**src/rtl/blram_ctrl.sv**
```systemverilog
// ----------------------------------------------------------------------------
// blram_ctrl
//
// Purpose:
//   Master for a single-port block RAM with a registered read port. CPU-side
//   commands become correctly timed RAM cycles, and the RAM's one-cycle read
//   latency is hidden behind a valid/ready read stream.
//
//   Commands:
//     op 00  read burst with backpressure
//     op 01  single write (len ignored)
//     op 10  fill burst with constant data
//     op 11  read-modify-write add, when BLRAM_CTRL_RMW_EN is defined.
//            Otherwise it is accepted and rejected with o_done + o_err.
//
// Configuration macro:
//   BLRAM_CTRL_RMW_EN - enables the read-modify-write add command (op 11).
//
// Ports:
//   clk, rst          clock (rising edge), asynchronous active-low reset
//   i_cmd_valid       command request
//   o_cmd_ready       command can be accepted (state == IDLE)
//   i_cmd_op          command opcode
//   i_cmd_addr        start address
//   i_cmd_len         burst length minus one
//   i_cmd_data        write/fill data or RMW addend
//   o_rd_valid        read data valid
//   i_rd_ready        consumer accepts read data
//   o_rd_data         read word
//   o_rd_last         final word of a read burst
//   o_done            one-cycle completion pulse
//   o_err             one-cycle pulse with o_done for an illegal op
//   o_we              RAM write enable
//   o_addr            RAM address
//   o_ram_data_in     RAM write data
//   i_ram_data_out    RAM registered read data
// ----------------------------------------------------------------------------
module blram_ctrl #(
    parameter int ADDR_W = 6,
    parameter int DATA_W = 10
) (
    input  logic              clk,
    input  logic              rst,
    input  logic              i_cmd_valid,
    output logic              o_cmd_ready,
    input  logic [1:0]        i_cmd_op,
    input  logic [ADDR_W-1:0] i_cmd_addr,
    input  logic [ADDR_W-1:0] i_cmd_len,
    input  logic [DATA_W-1:0] i_cmd_data,
    output logic              o_rd_valid,
    input  logic              i_rd_ready,
    output logic [DATA_W-1:0] o_rd_data,
    output logic              o_rd_last,
    output logic              o_done,
    output logic              o_err,
    output logic              o_we,
    output logic [ADDR_W-1:0] o_addr,
    output logic [DATA_W-1:0] o_ram_data_in,
    input  logic [DATA_W-1:0] i_ram_data_out
);

    typedef enum logic [3:0] {
        IDLE,
        RD_ISSUE,
        RD_CAP,
        RD_OUT,
        WRITE,
        FILL,
        RMW_ISSUE,
        RMW_CAP,
        RMW_WR
    } state_e;

    state_e            state_q, state_d;
    logic [ADDR_W-1:0] addr_q, addr_d;     // current burst address, drives o_addr
    logic [ADDR_W-1:0] rem_q, rem_d;       // words left after the current one
    logic              we_q, we_d;
    logic [DATA_W-1:0] wdata_q, wdata_d;
    logic              rd_valid_q, rd_valid_d;
    logic [DATA_W-1:0] rd_data_q, rd_data_d;
    logic              rd_last_q, rd_last_d;
    logic              done_q, done_d;
    logic              err_q, err_d;
`ifdef BLRAM_CTRL_RMW_EN
    logic [DATA_W-1:0] addend_q, addend_d; // RMW addend held across the RAM read
`endif

    // Ready is the only combinational output; it is forced low during reset.
    assign o_cmd_ready   = (state_q == IDLE) && rst;
    assign o_rd_valid    = rd_valid_q;
    assign o_rd_data     = rd_data_q;
    assign o_rd_last     = rd_last_q;
    assign o_done        = done_q;
    assign o_err         = err_q;
    assign o_we          = we_q;
    assign o_addr        = addr_q;
    assign o_ram_data_in = wdata_q;

    // Next-state and registered-output logic. The RAM-facing outputs are set
    // one edge ahead, so the value computed here is what the RAM sees during
    // the state being entered.
    always_comb begin
        state_d    = state_q;
        addr_d     = addr_q;
        rem_d      = rem_q;
        we_d       = 1'b0;
        wdata_d    = wdata_q;
        rd_valid_d = rd_valid_q;
        rd_data_d  = rd_data_q;
        rd_last_d  = rd_last_q;
        done_d     = 1'b0;
        err_d      = 1'b0;
`ifdef BLRAM_CTRL_RMW_EN
        addend_d   = addend_q;
`endif

        case (state_q)
            IDLE: begin
                if (i_cmd_valid) begin
                    case (i_cmd_op)
                        2'b00: begin
                            addr_d  = i_cmd_addr;
                            rem_d   = i_cmd_len;
                            state_d = RD_ISSUE;
                        end
                        2'b01: begin
                            addr_d  = i_cmd_addr;
                            wdata_d = i_cmd_data;
                            we_d    = 1'b1;
                            state_d = WRITE;
                        end
                        2'b10: begin
                            addr_d  = i_cmd_addr;
                            rem_d   = i_cmd_len;
                            wdata_d = i_cmd_data;
                            we_d    = 1'b1;
                            state_d = FILL;
                        end
                        default: begin
`ifdef BLRAM_CTRL_RMW_EN
                            addr_d   = i_cmd_addr;
                            addend_d = i_cmd_data;
                            state_d  = RMW_ISSUE;
`else
                            // Unsupported op: reject without touching the RAM.
                            done_d = 1'b1;
                            err_d  = 1'b1;
`endif
                        end
                    endcase
                end
            end

            RD_ISSUE: begin
                state_d = RD_CAP;
            end

            // The RAM's registered output now holds mem[addr_q].
            RD_CAP: begin
                rd_data_d  = i_ram_data_out;
                rd_valid_d = 1'b1;
                rd_last_d  = (rem_q == '0);
                state_d    = RD_OUT;
            end

            RD_OUT: begin
                if (i_rd_ready) begin
                    rd_valid_d = 1'b0;
                    rd_last_d  = 1'b0;
                    if (rd_last_q) begin
                        done_d  = 1'b1;
                        state_d = IDLE;
                    end else begin
                        addr_d  = addr_q + ADDR_W'(1);
                        rem_d   = rem_q - ADDR_W'(1);
                        state_d = RD_ISSUE;
                    end
                end
            end

            WRITE: begin
                done_d  = 1'b1;
                state_d = IDLE;
            end

            // Write enable stays high while words remain; address wraps.
            FILL: begin
                if (rem_q == '0) begin
                    done_d  = 1'b1;
                    state_d = IDLE;
                end else begin
                    we_d   = 1'b1;
                    addr_d = addr_q + ADDR_W'(1);
                    rem_d  = rem_q - ADDR_W'(1);
                end
            end

`ifdef BLRAM_CTRL_RMW_EN
            RMW_ISSUE: begin
                state_d = RMW_CAP;
            end

            RMW_CAP: begin
                wdata_d = i_ram_data_out + addend_q;
                we_d    = 1'b1;
                state_d = RMW_WR;
            end

            RMW_WR: begin
                done_d  = 1'b1;
                state_d = IDLE;
            end
`endif

            default: begin
                state_d = IDLE;
            end
        endcase
    end

    always_ff @(posedge clk or negedge rst) begin
        if (!rst) begin
            state_q    <= IDLE;
            addr_q     <= '0;
            rem_q      <= '0;
            we_q       <= 1'b0;
            wdata_q    <= '0;
            rd_valid_q <= 1'b0;
            rd_data_q  <= '0;
            rd_last_q  <= 1'b0;
            done_q     <= 1'b0;
            err_q      <= 1'b0;
`ifdef BLRAM_CTRL_RMW_EN
            addend_q   <= '0;
`endif
        end else begin
            state_q    <= state_d;
            addr_q     <= addr_d;
            rem_q      <= rem_d;
            we_q       <= we_d;
            wdata_q    <= wdata_d;
            rd_valid_q <= rd_valid_d;
            rd_data_q  <= rd_data_d;
            rd_last_q  <= rd_last_d;
            done_q     <= done_d;
            err_q      <= err_d;
`ifdef BLRAM_CTRL_RMW_EN
            addend_q   <= addend_d;
`endif
        end
    end

endmodule

```
**config.mk**
```make
export PLATFORM = sky130hd
export DESIGN_NAME = blram_ctrl
export DESIGN_NICKNAME = d
export VERILOG_FILES = /design/src/rtl/blram_ctrl.sv
export SDC_FILE = /design/constraint.sdc
export NUM_CORES = 1
export LEC_CHECK = 0
export CAP_MARGIN = 20
export CORE_ASPECT_RATIO = 0.8
export CORE_MARGIN = 10
export CORE_UTILIZATION = 62
export CTS_CLUSTER_SIZE = 16
export DETAILED_ROUTE_END_ITERATION = 8
export DONT_BUFFER_PORTS = 1
export HOLD_SLACK_MARGIN = 0.05
export MAX_ROUTING_LAYER = met4
export PLACE_DENSITY = 0.8
export REMOVE_ABC_BUFFERS = 1
export SLEW_MARGIN = 25
export SYNTH_ARGS = -nofsm -noshare
export SYNTH_HDL_FRONTEND = slang
export SYNTH_SLANG_ARGS = --single-unit
```
**constraint.sdc**
```tcl
create_clock -name clk -period 2.55 [get_ports clk]
set_clock_uncertainty 0.15 [all_clocks]
set_input_delay 0.51 -clock clk [delete_from_list [all_inputs] [get_ports clk]]
set_output_delay 0.51 -clock clk [all_outputs]
set_load 0.05 [all_outputs]
```
==> run summary <==
Status: completed
Register Area: 0.001001 mm2
CP max stage cell: dfrtp_1
Post-placement setup slack: 0.2281 ns
M2 GR Usage: 26.68%
Crit path capture type: output pin
Die width: 84.01 um
Worst-path cell chain: nor3_1, and2_1, buf_4
Global-route wire length before repair: 8045 um
DPL Wire Length: 3660 um
Post-synthesis compound-gate area fraction: 13.05%
Placed Cells: 222
Initial Util: 65.38%
Antenna-violating nets left: 0
Top-area cell type share of the netlist area: 49.26%
RSZ-0062 raised after global routing: false
Drt wl/cell: 21.43 um
Setup crit start kind: flip-flop
Cell with the most instances after synthesis: dfrtp_1
PostCTS Resize Cnt: 0
Synth warnings: 0
Main synth FF type: dfrtp_1
Hold WC Path Type: primary input to flip-flop
Fin. Hold Viols: 0
H-tree depth: 2
Cells after Synth: 186
Synth Area in Adders: 4.310%
Largest family of logic cells by synthesized area: simple AND/OR/NAND/NOR gates
Synth Area in XOR/XNOR: 0%
CP Launch Point: state_q[0]
Final Max Slew Viols: 0
Drt first pass iters: 4
Area of the multi-input gates: 964.7 um2
Worst setup margin: 0.1572 ns
CP max FO: 20
Tcrit/Tclk final: 93.84%
Largest net degree at the start of global routing: 41
Core area: 0.003108 mm2
GR Util All Layers: 17.10%
Relative slew margins: 38.69%
Share of cells above drive strength 1: 22.40%
Cell taking the most area after synthesis: dfrtp_1
DRT iter0 DRCs: 152
Post-Layout Cell Count: 232
Reg2Reg Launch Point: state_q[0]
Max-Cap Viols: 0
Crit-path max cell delay: 0.60 ns
EDFF count, synth: 0
Post-Route Utilization: 71.22%
Post-CTS Setup Bufs: 0
Port Buf Inserts: 0
Clk buf depth: 2
#FFs+latches synth: 40
Final WL: 4972 um
CTS tree: done
Layout fillers: 222
Cell Rows: 18
Total grt overflow: 0
Io pins: 70
Gpl congestion: 0.8143
Hold buffer count at cts: 2
Busiest layer in global routing: met2
Die Y: 71.21 um
Worst Tran Pin Value: 0.9177 ns
Top post-synthesis cells by count: dfrtp_1, mux2_2, nor3_1, nor2_1, nand2_1
Fmax: 0.4179 GHz
Vias in the first global route: 1,556
Area Overhead vs Synth: 8.928%
Vias per cell: 6.457
CP required: 1.89 ns
Tmin final: 2.393 ns
Top post-synthesis cells by area: dfrtp_1, mux2_2, ha_1
Async S/R FF share, synth: 100.0%
Mux contribution to synthesized area: 12.19%
Routing usage on met3: 5.721%
Critical path type: flip-flop to output pin
Antenna violations before repair: 0
Vias: 1,498
Mapped Area: 0.002032 mm2
Yosys cell types: 44
Register area share after synthesis: 49.26%
# diodes: 0
Mean Syn Cell Area: 10.92 um2
Final #Nets: 236
Setup_tns: 0 ns
Total die area: 0.005982 mm2
Clock Tree Root: clkbuf_8
Clock-pin slew on the worst setup and hold paths: 0.08 ns
Hold Path Origin: i_rd_ready
CTS Buf Count: 5
Post-synthesis simple-gate area fraction: 17.73%
Setup-failing EPs final: 0
# DRC: 0
Worst EP arrival: 1.73 ns
Worst-Skew Late Latency: 0.30 ns
GR Layer Usage met1: 19.89%
Sink Count: 40
## registers in the layout (all words and copies together), names as in the netlist
register,count
o_addr,6
o_done,1
o_err,1
o_ram_data_in,10
o_rd_data,10
o_rd_last,1
o_rd_valid,1
o_we,1
rem_q,6
state_q,3
## worst max-delay path, delay by kind of cell, from the launching register on
kind          cells  cell delay, ns
simple gates      2            0.65
flops             1            0.60
buf+inv           1            0.19
## placed cells by master (no fill, tap or decap), types with 2 or more instances in the layout
master / n
a31oi_1: 2
nor3b_1: 2
dfrtp_1: 40
mux2_2: 22
buf_4: 5
a2bb2oi_1: 9
nor2b_1: 3
inv_1: 4
nand2b_1: 4
nand3_1: 9
and3_1: 3
a21oi_1: 4
ha_1: 7
clkbuf_8: 5
o2bb2ai_1: 2
nor3_1: 13
or3_1: 2
o21ai_0: 9
nand2_1: 10
nor2_1: 11
## layer usage
metal / vias up / part of all wire, %
met4: 0 / 2.4
met1: 725 / 41
met3: 12 / 7.2
met5: - / 0
met2: 69 / 49
li1: 692 / -
## kinds of logic (layout without fill, tap and decap cells)
| logic type | after synthesis | count (layout) |
|---|---|---|
| DFF | 40 | 40 |
| adders and majority gates | 7 | 7 |
| AOI/OAI and AO/OA | 37 | 37 |
| muxes | 22 | 22 |
| and+or+nand+nor | 67 | 67 |
| buffers and inverters | 13 | 19 |
## per-stage QoR
step                instance area [um2]  hold WS (ns)
global placement                   2064       0.06585
detailed placement                 2064       0.06579
floorplan                          1977       0.06441
finish                             2213        0.1628
global route                       2213        0.1643
CTS                                2210        0.1552
## area by class of cell
cell class,count,share of cell area [%]
Clock buffer,5,3.109
Sequential cell,40,45.22
Inverter,4,0.6784
Multi-Input combinational cell,133,43.58
Timing Repair Buffer,7,3.053
Tap cell,40,2.261
Clock inverter,3,2.092
## path summary, 6_finish.rpt
check	to	slack, ns	cells after the start
worst min register to register	rem_q[1]	0.44	1
max in group asynchronous	o_rd_data[9]	1.54	2
min in group asynchronous	rem_q[1]	0.51	2
worst max-delay path	o_cmd_ready	0.16	3
worst min-delay path	state_q[1]	0.16	1
worst max register to register	rem_q[1]	0.16	5
Power is not shown: default switching activity piles up to over one toggle a cycle in this logic, so the estimate is an artifact.
